**config.mk**
```make
export PLATFORM = sky130hd
export DESIGN_NAME = div_share_arbiter
export DESIGN_NICKNAME = d
export VERILOG_FILES = /design/src/rtl/div_share_arbiter.sv
export SDC_FILE = /design/constraint.sdc
export NUM_CORES = 1
export LEC_CHECK = 0
export CAP_MARGIN = 5
export CORE_AREA = 2 2 183 185
export CTS_CLUSTER_DIAMETER = 30
export CTS_CLUSTER_SIZE = 8
export DETAILED_ROUTE_END_ITERATION = 7
export DIE_AREA = 0 0 185 187
export HOLD_SLACK_MARGIN = 0.15
export PLACE_DENSITY = 0.6
export SYNTH_ARGS = -nofsm -noshare
export SYNTH_HDL_FRONTEND = slang
export SYNTH_SLANG_ARGS = --single-unit
export TNS_END_PERCENT = 50
```
**constraint.sdc**
```tcl
create_clock -name clk -period 4.41 [get_ports clk]
set_input_delay 0.882 -clock clk [delete_from_list [all_inputs] [get_ports clk]]
set_output_delay 0.882 -clock clk [all_outputs]
set_load 0.05 [all_outputs]
```
**src/rtl/div_share_arbiter.sv**
```systemverilog
// -----------------------------------------------------------------------------
// div_share_arbiter
//   Shares one sequential divider among NUM_REQ requesters. A round-robin
//   search picks the next requester while idle; only one division is in
//   flight at a time. Divide-by-zero is answered locally without touching
//   the divider.
//
// Ports
//   clk, reset                        clock, asynchronous active-low reset
//   req_valid/req_ready               per-requester request handshake
//   req_dividend/req_divisor          packed operands, requester i at slice i
//   rsp_valid/rsp_ready               per-requester response handshake
//   rsp_quotient/remainder/err        shared response data (0 outside RESP)
//   div_valid_src/div_ready_src       operand handshake to the divider
//   div_n, div_dividend, div_divisor  operands to the divider
//   div_valid_dst/div_ready_dst       result handshake from the divider
//   div_quotient, div_remainder       divider result
//   busy, grant_id                    status: not idle, current owner index
// -----------------------------------------------------------------------------
module div_share_arbiter #(
  parameter int NUM_REQ = 4,
  parameter int DATA_W  = 32,
  parameter int ITER    = DATA_W - 1,
  localparam int ID_W   = (NUM_REQ > 1) ? $clog2(NUM_REQ) : 1,
  localparam int QW     = DATA_W - 1
) (
  input  logic                    clk,
  input  logic                    reset,
  input  logic [NUM_REQ-1:0]      req_valid,
  output logic [NUM_REQ-1:0]      req_ready,
  input  logic [NUM_REQ*QW-1:0]   req_dividend,
  input  logic [NUM_REQ*DATA_W-1:0] req_divisor,
  output logic [NUM_REQ-1:0]      rsp_valid,
  input  logic [NUM_REQ-1:0]      rsp_ready,
  output logic [QW-1:0]           rsp_quotient,
  output logic [DATA_W-1:0]       rsp_remainder,
  output logic                    rsp_err,
  output logic                    div_valid_src,
  input  logic                    div_ready_src,
  output logic [6:0]              div_n,
  output logic [QW-1:0]           div_dividend,
  output logic [DATA_W-1:0]       div_divisor,
  input  logic                    div_valid_dst,
  output logic                    div_ready_dst,
  input  logic [QW-1:0]           div_quotient,
  input  logic [DATA_W-1:0]       div_remainder,
  output logic                    busy,
  output logic [ID_W-1:0]         grant_id
);

  typedef enum logic [1:0] {
    S_IDLE  = 2'd0,
    S_ISSUE = 2'd1,
    S_WAIT  = 2'd2,
    S_RESP  = 2'd3
  } state_t;

  localparam logic [NUM_REQ-1:0] ONE_HOT0 = {{(NUM_REQ-1){1'b0}}, 1'b1};
  localparam logic [ID_W:0]      NUM_REQ_W = (ID_W+1)'(NUM_REQ);
  localparam logic [ID_W-1:0]    LAST_ID   = ID_W'(NUM_REQ - 1);

  state_t               state_q;
  logic [ID_W-1:0]      ptr_q;
  logic [ID_W-1:0]      grant_id_q;
  logic [QW-1:0]        opa_q;
  logic [DATA_W-1:0]    opb_q;
  logic [QW-1:0]        rsp_quo_q;
  logic [DATA_W-1:0]    rsp_rem_q;
  logic                 rsp_err_q;
  logic [NUM_REQ-1:0]   rsp_valid_q;
  logic                 div_valid_src_q;
  logic                 div_ready_dst_q;
  logic                 busy_q;

  logic                 found_d;
  logic [ID_W-1:0]      win_d;
  logic [ID_W:0]        idx_d;
  logic [QW-1:0]        dvd_sel_d;
  logic [DATA_W-1:0]    dvs_sel_d;
  logic [NUM_REQ-1:0]   req_ready_d;

  // Round-robin search of req_valid starting at ptr_q, first hit wins.
  always_comb begin
    found_d = 1'b0;
    win_d   = '0;
    idx_d   = '0;
    for (int k = 0; k < NUM_REQ; k++) begin
      idx_d = {1'b0, ptr_q} + (ID_W+1)'(k);
      if (idx_d >= NUM_REQ_W) begin
        idx_d = idx_d - NUM_REQ_W;
      end else begin
        idx_d = idx_d;
      end
      if (!found_d && req_valid[idx_d[ID_W-1:0]]) begin
        found_d = 1'b1;
        win_d   = idx_d[ID_W-1:0];
      end else begin
        found_d = found_d;
      end
    end
  end

  // Operand mux for the current winner and the same-cycle grant.
  always_comb begin
    dvd_sel_d = req_dividend[int'(win_d)*QW +: QW];
    dvs_sel_d = req_divisor[int'(win_d)*DATA_W +: DATA_W];
    if (state_q == S_IDLE && found_d) begin
      req_ready_d = ONE_HOT0 << win_d;
    end else begin
      req_ready_d = '0;
    end
  end

  // Transaction FSM with registered outputs; response data is cleared on
  // leaving RESP so the shared response bus reads 0 whenever it is not valid.
  always_ff @(posedge clk or negedge reset) begin
    if (!reset) begin
      state_q         <= S_IDLE;
      ptr_q           <= '0;
      grant_id_q      <= '0;
      opa_q           <= '0;
      opb_q           <= '0;
      rsp_quo_q       <= '0;
      rsp_rem_q       <= '0;
      rsp_err_q       <= 1'b0;
      rsp_valid_q     <= '0;
      div_valid_src_q <= 1'b0;
      div_ready_dst_q <= 1'b0;
      busy_q          <= 1'b0;
    end else begin
      case (state_q)
        S_IDLE: begin
          if (found_d) begin
            grant_id_q <= win_d;
            opa_q      <= dvd_sel_d;
            opb_q      <= dvs_sel_d;
            busy_q     <= 1'b1;
            if (dvs_sel_d == '0) begin
              // Divide-by-zero never reaches the divider.
              state_q     <= S_RESP;
              rsp_quo_q   <= '1;
              rsp_rem_q   <= {1'b0, dvd_sel_d};
              rsp_err_q   <= 1'b1;
              rsp_valid_q <= ONE_HOT0 << win_d;
            end else begin
              state_q         <= S_ISSUE;
              rsp_err_q       <= 1'b0;
              div_valid_src_q <= 1'b1;
            end
          end
        end
        S_ISSUE: begin
          if (div_ready_src) begin
            state_q         <= S_WAIT;
            div_valid_src_q <= 1'b0;
            div_ready_dst_q <= 1'b1;
          end
        end
        S_WAIT: begin
          if (div_valid_dst) begin
            state_q         <= S_RESP;
            div_ready_dst_q <= 1'b0;
            rsp_quo_q       <= div_quotient;
            rsp_rem_q       <= div_remainder;
            rsp_valid_q     <= ONE_HOT0 << grant_id_q;
          end
        end
        S_RESP: begin
          // Only the owner's rsp_ready matters.
          if (rsp_ready[grant_id_q]) begin
            state_q     <= S_IDLE;
            busy_q      <= 1'b0;
            rsp_valid_q <= '0;
            rsp_quo_q   <= '0;
            rsp_rem_q   <= '0;
            rsp_err_q   <= 1'b0;
            ptr_q       <= (grant_id_q == LAST_ID) ? '0 : grant_id_q + ID_W'(1);
          end
        end
        default: begin
          state_q <= S_IDLE;
        end
      endcase
    end
  end

  assign req_ready     = req_ready_d;
  assign rsp_valid     = rsp_valid_q;
  assign rsp_quotient  = rsp_quo_q;
  assign rsp_remainder = rsp_rem_q;
  assign rsp_err       = rsp_err_q;
  assign div_valid_src = div_valid_src_q;
  assign div_ready_dst = div_ready_dst_q;
  assign div_n         = 7'(ITER);
  assign div_dividend  = opa_q;
  assign div_divisor   = opb_q;
  assign busy          = busy_q;
  assign grant_id      = grant_id_q;

endmodule

```
==> results.txt <==
----------------------------------------------------
[Global route]
  Global-route met3 utilization ... 0.0430
  Number of global-route vias before repair ... 10000
  Met1 track demand over resource ... 0.306
  Remaining global-route overflow ... 0
  Met2 layer usage reported by global route ... 0.373
  Overall fraction of global-route tracks in use ... 0.232
  Number of antenna violations at the first check in global routing ... 6
  Wire length of the first global-routing pass ... 60900 um
  Most Crowded Layer GR ... met2
  Pin count of the biggest net entering global routing ... 85

[Finish]
  Fraction of final layout cells with drive strength greater than 1 ... 0.176
  Most frequent standard cell in the layout excluding fill and tap cells ... clkdlybuf4s50_1
  Commonest cells after routing, fill and taps aside ... clkdlybuf4s50_1, nand2_1, dfrtp_1
  Nets ... a little under 2000
  Growth of design area from synthesis to finish ... 76.8%
  Number of filler instances in the final layout ... about 3200
  Layout Cell Area excl Fill ... ~0.016 mm2

[Yosys]
  Mapped Cells ... between 1000 and 1500
  Synthesized-area fraction occupied by and/or/nand/nor cells ... 0.265
  Commonest register cell after synthesis ... dfrtp_1
  Yosys cell types ... 44
  Synthesized area per cell ... 8.20 um2
  Part of the Yosys area used for sequential elements ... 0.396
  Number of synthesized flops with an enable pin ... 0
  Fraction of synthesized area in multiplexers ... 0.116
  Dominant combinational cell family by area after synthesis ... simple AND/OR/NAND/NOR gates
  Post-synthesis register bit count ... between 100 and 150
  Synthesized-area fraction occupied by xor and xnor cells ... 0
  Area share of fa/ha/maj cells after synthesis ... 0.0127
  Post-synth design cell area ... 0.00886 mm2
  Ys Warns ... 0
  Fraction of the mapped netlist area in compound gates ... 0.150
  Post-synthesis async set-or-reset flop share ... 1.00

[Critical path]
  Crit path cell chain ... dlygate4sd2_1 > buf_4 > nor2b_1 > or4b_4 > buf_12 > buf_4 > nand3_1 > a32oi_2 > nor4_2 > nand4_1 > or4_4 > a211oi_4 > buf_4 > buf_12 > buf_12 > mux2_2
  Type of origin of the critical path ... primary input
  Critical path capture point type ... flip-flop
  Largest delay contributor family on the critical path ... simple AND/OR/NAND/NOR gates
  Largest fanout on the critical path ... 13
  Cell at the slowest stage of the critical path ... or4b_4
  CP max stage delay ... around 660 ps
  Worst Path Required ... roughly 4700 ps
  Arrival time worst endpoint ... ~4700 ps
  Number of buffers and inverters on the critical path ... 7
  Classification of the worst setup path ... in -> reg

[Power]
  Final Power ... ~13 mW
  Maximum vdd drop ... between 0.5 and 0.6 mV
  Pwr Density ... roughly 820 mW/mm2
  Leakage ... 6.64 nW

[Placement]
  Dpl hpwl ... 31400 um
  Port Buf Inserts ... roughly 470
  Placed standard-cell area ... roughly 0.015 mm2
  GPL Wtd Cong ... between 0.9 and 1

[Die]
  Die boundary width ... between 150 and 200 um
  Initial core utilization ... 0.270
  Top Ports ... around 470
  Total Die Area ... ~0.035 mm2
  Placement Rows ... between 60 and 70
  Std-Cell Core Area ... approximately 0.033 mm2
  Y dimension of the die ... 187 um

[Drt]
  Number of optimization iterations in the first detailed-route pass ... 6
  Detailed-route vias per instance ... 4.94
  Vias ... between 10000 and 15000
  Routed Wire Length ... ~41000 um
  Total DRC errors in the routed layout ... 0
  Iter 0 DRT Violations ... 757
  Post-DRT Antenna Nets ... 0
  Average wire per cell in the routed design ... 20.0 um

[Timing]
  Final count of hold timing violations ... 0
  Setup repair after global routing missed its margin ... yes
  Fin Clk Skew ... roughly 8.1 ps
  Final setup vio count ... 0
  Share of the cycle needed by the critical path after routing ... 0.986
  Slew Limit Fails ... 0
  Slew of the pin with the lowest slew margin ... 926 ps
  Peak Freq ... 0.230 GHz
  Clock period minus final worst setup slack ... between 4000 and 5000 ps
  Relative slew slack ... 0.383

[Clock network]
  Number of buffers created by CTS ... 17
  CTS tree ... built
  Reg clk slew, reported paths ... 70 ps
  CTS H-Tree Depth ... 4
  Maximum count of clock buffers along a single path ... 2
  Number of hold-repair buffers added at the cts stage ... 0
  Sinks on the clock net ... 140
  CTS root buf ... clkbuf_16
  Skew-Pair Late Insertion Delay ... 430 ps

[Worst hold path]
  Worst hold-check path type ... in -> async

[Outcome]
  Outcome ... finished clean

[Run]
  Max cap viols ... 0

----------------------------------------------------
## where the power goes
| group | internal (mW) | switching (mW) |
|---|---|---|
| logic | 3.70 | 5.39 |
| registers | 1.96 | 0.402 |
| clock network | 0.767 | 0.675 |
| total | 6.43 | 6.47 |
## synth_stat cells, types with 2 or more instances
library cell | number | area, um2
buf_4 | 10 | 75.1
dfrtp_1 | 140 | 3500
nand2_1 | 349 | 1310
and3_1 | 4 | 25.0
buf_1 | 11 | 41.3
clkbuf_1 | 75 | 282
mux2_2 | 59 | 664
o21ai_0 | 79 | 395
inv_1 | 7 | 26.3
a32oi_1 | 20 | 175
a21oi_1 | 23 | 115
nand4_1 | 4 | 25.0
o211ai_1 | 2 | 15.0
conb_1 | 2 | 7.51
nand3_1 | 104 | 521
and2_1 | 4 | 25.0
a21bo_2 | 20 | 200
a221oi_1 | 20 | 175
o41ai_1 | 4 | 35.0
nor3b_1 | 20 | 150
buf_2 | 5 | 25.0
mux2_1 | 29 | 327
a22o_1 | 11 | 96.3
a41o_1 | 2 | 20.0
nor2b_1 | 6 | 37.5
buf_12 | 3 | 60.1
nor2_1 | 11 | 41.3
nor4_1 | 26 | 163
buf_6 | 2 | 22.5
a211o_1 | 6 | 52.6
ha_1 | 9 | 113
## final timing paths
path	start	endpoint	slack (ps)	cells past startpoint
max	req_valid[0]	rsp_remainder[25]$_DFFE_PN0P_	60	16
min	reset	div_dividend[20]$_DFFE_PN0P_	400	1
max reg2reg	ptr_q[0]$_DFFE_PN0P_	rsp_remainder[25]$_DFFE_PN0P_	500	14
min reg2reg	div_divisor[2]$_DFFE_PN0P_	div_divisor[2]$_DFFE_PN0P_	480	2
max in group asynchronous	reset	div_dividend[19]$_DFFE_PN0P_	3100	2
min in group clk	div_divisor[2]$_DFFE_PN0P_	div_divisor[2]$_DFFE_PN0P_	480	2
## registers in the layout, summed over array words and instances, names as in the netlist
signal,cells
busy,1
rsp_err,1
rsp_remainder,32
div_divisor,32
rsp_quotient,31
ptr_q,2
div_valid_src,1
div_ready_dst,1
grant_id,2
state_q,2
rsp_valid,4
div_dividend,31
## cells by family after synthesis
logic type,count (synthesis)
flops,140
simple gates,533
compound gates,193
other cells,2
buf+inv,113
mux,90
fa+ha+maj,9
## repair_timing
action / 4_1_cts / 5_1_grt
pin swaps: 2 / 15
endpoints found under the setup margin: 67 / 66
buffers inserted: 5 / 6
gates resized for setup: 23 / 40
endpoints found under the hold margin: 0 / 0
cloned: 4 / 1
## layer usage
layer / up-vias / routed length (um)
li1: 4783 / -
met1: 4897 / 17400
met2: 411 / 19500
met3: 66 / 2640
met4: 0 / 1450
met5: - / 0
## area by class of cell
type / count / area [um2] / share of cell area
clock inverters: 14 / 139 / 0.00887
diodes: 6 / 15.0 / 0.000959
well taps: 448 / 561 / 0.0358
clock buffers: 18 / 439 / 0.0280
inverters: 7 / 26.3 / 0.00168
multi-input cells: 832 / 5110 / 0.326
repair buffers: 590 / 5870 / 0.375
flip-flops and latches: 140 / 3500 / 0.224
## metrics by stage
stage | worst slack [ps] | utilization | instances | hold slack [ps] | setup TNS, ps
after floorplan | -3.70 | - | 1085 | 492 | -7.40
after global routing | -41.0 | 0.476 | 2055 | 425 | -781
after global placement | -623 | 0.444 | 2002 | 462 | -39820
after CTS | 38.6 | 0.470 | 2043 | 410 | 0
final | 62.3 | 0.476 | 2055 | 396 | 0
after detailed placement | -693 | 0.444 | 2002 | 470 | -44150
Note: power is estimated with default switching activity, not from simulation.
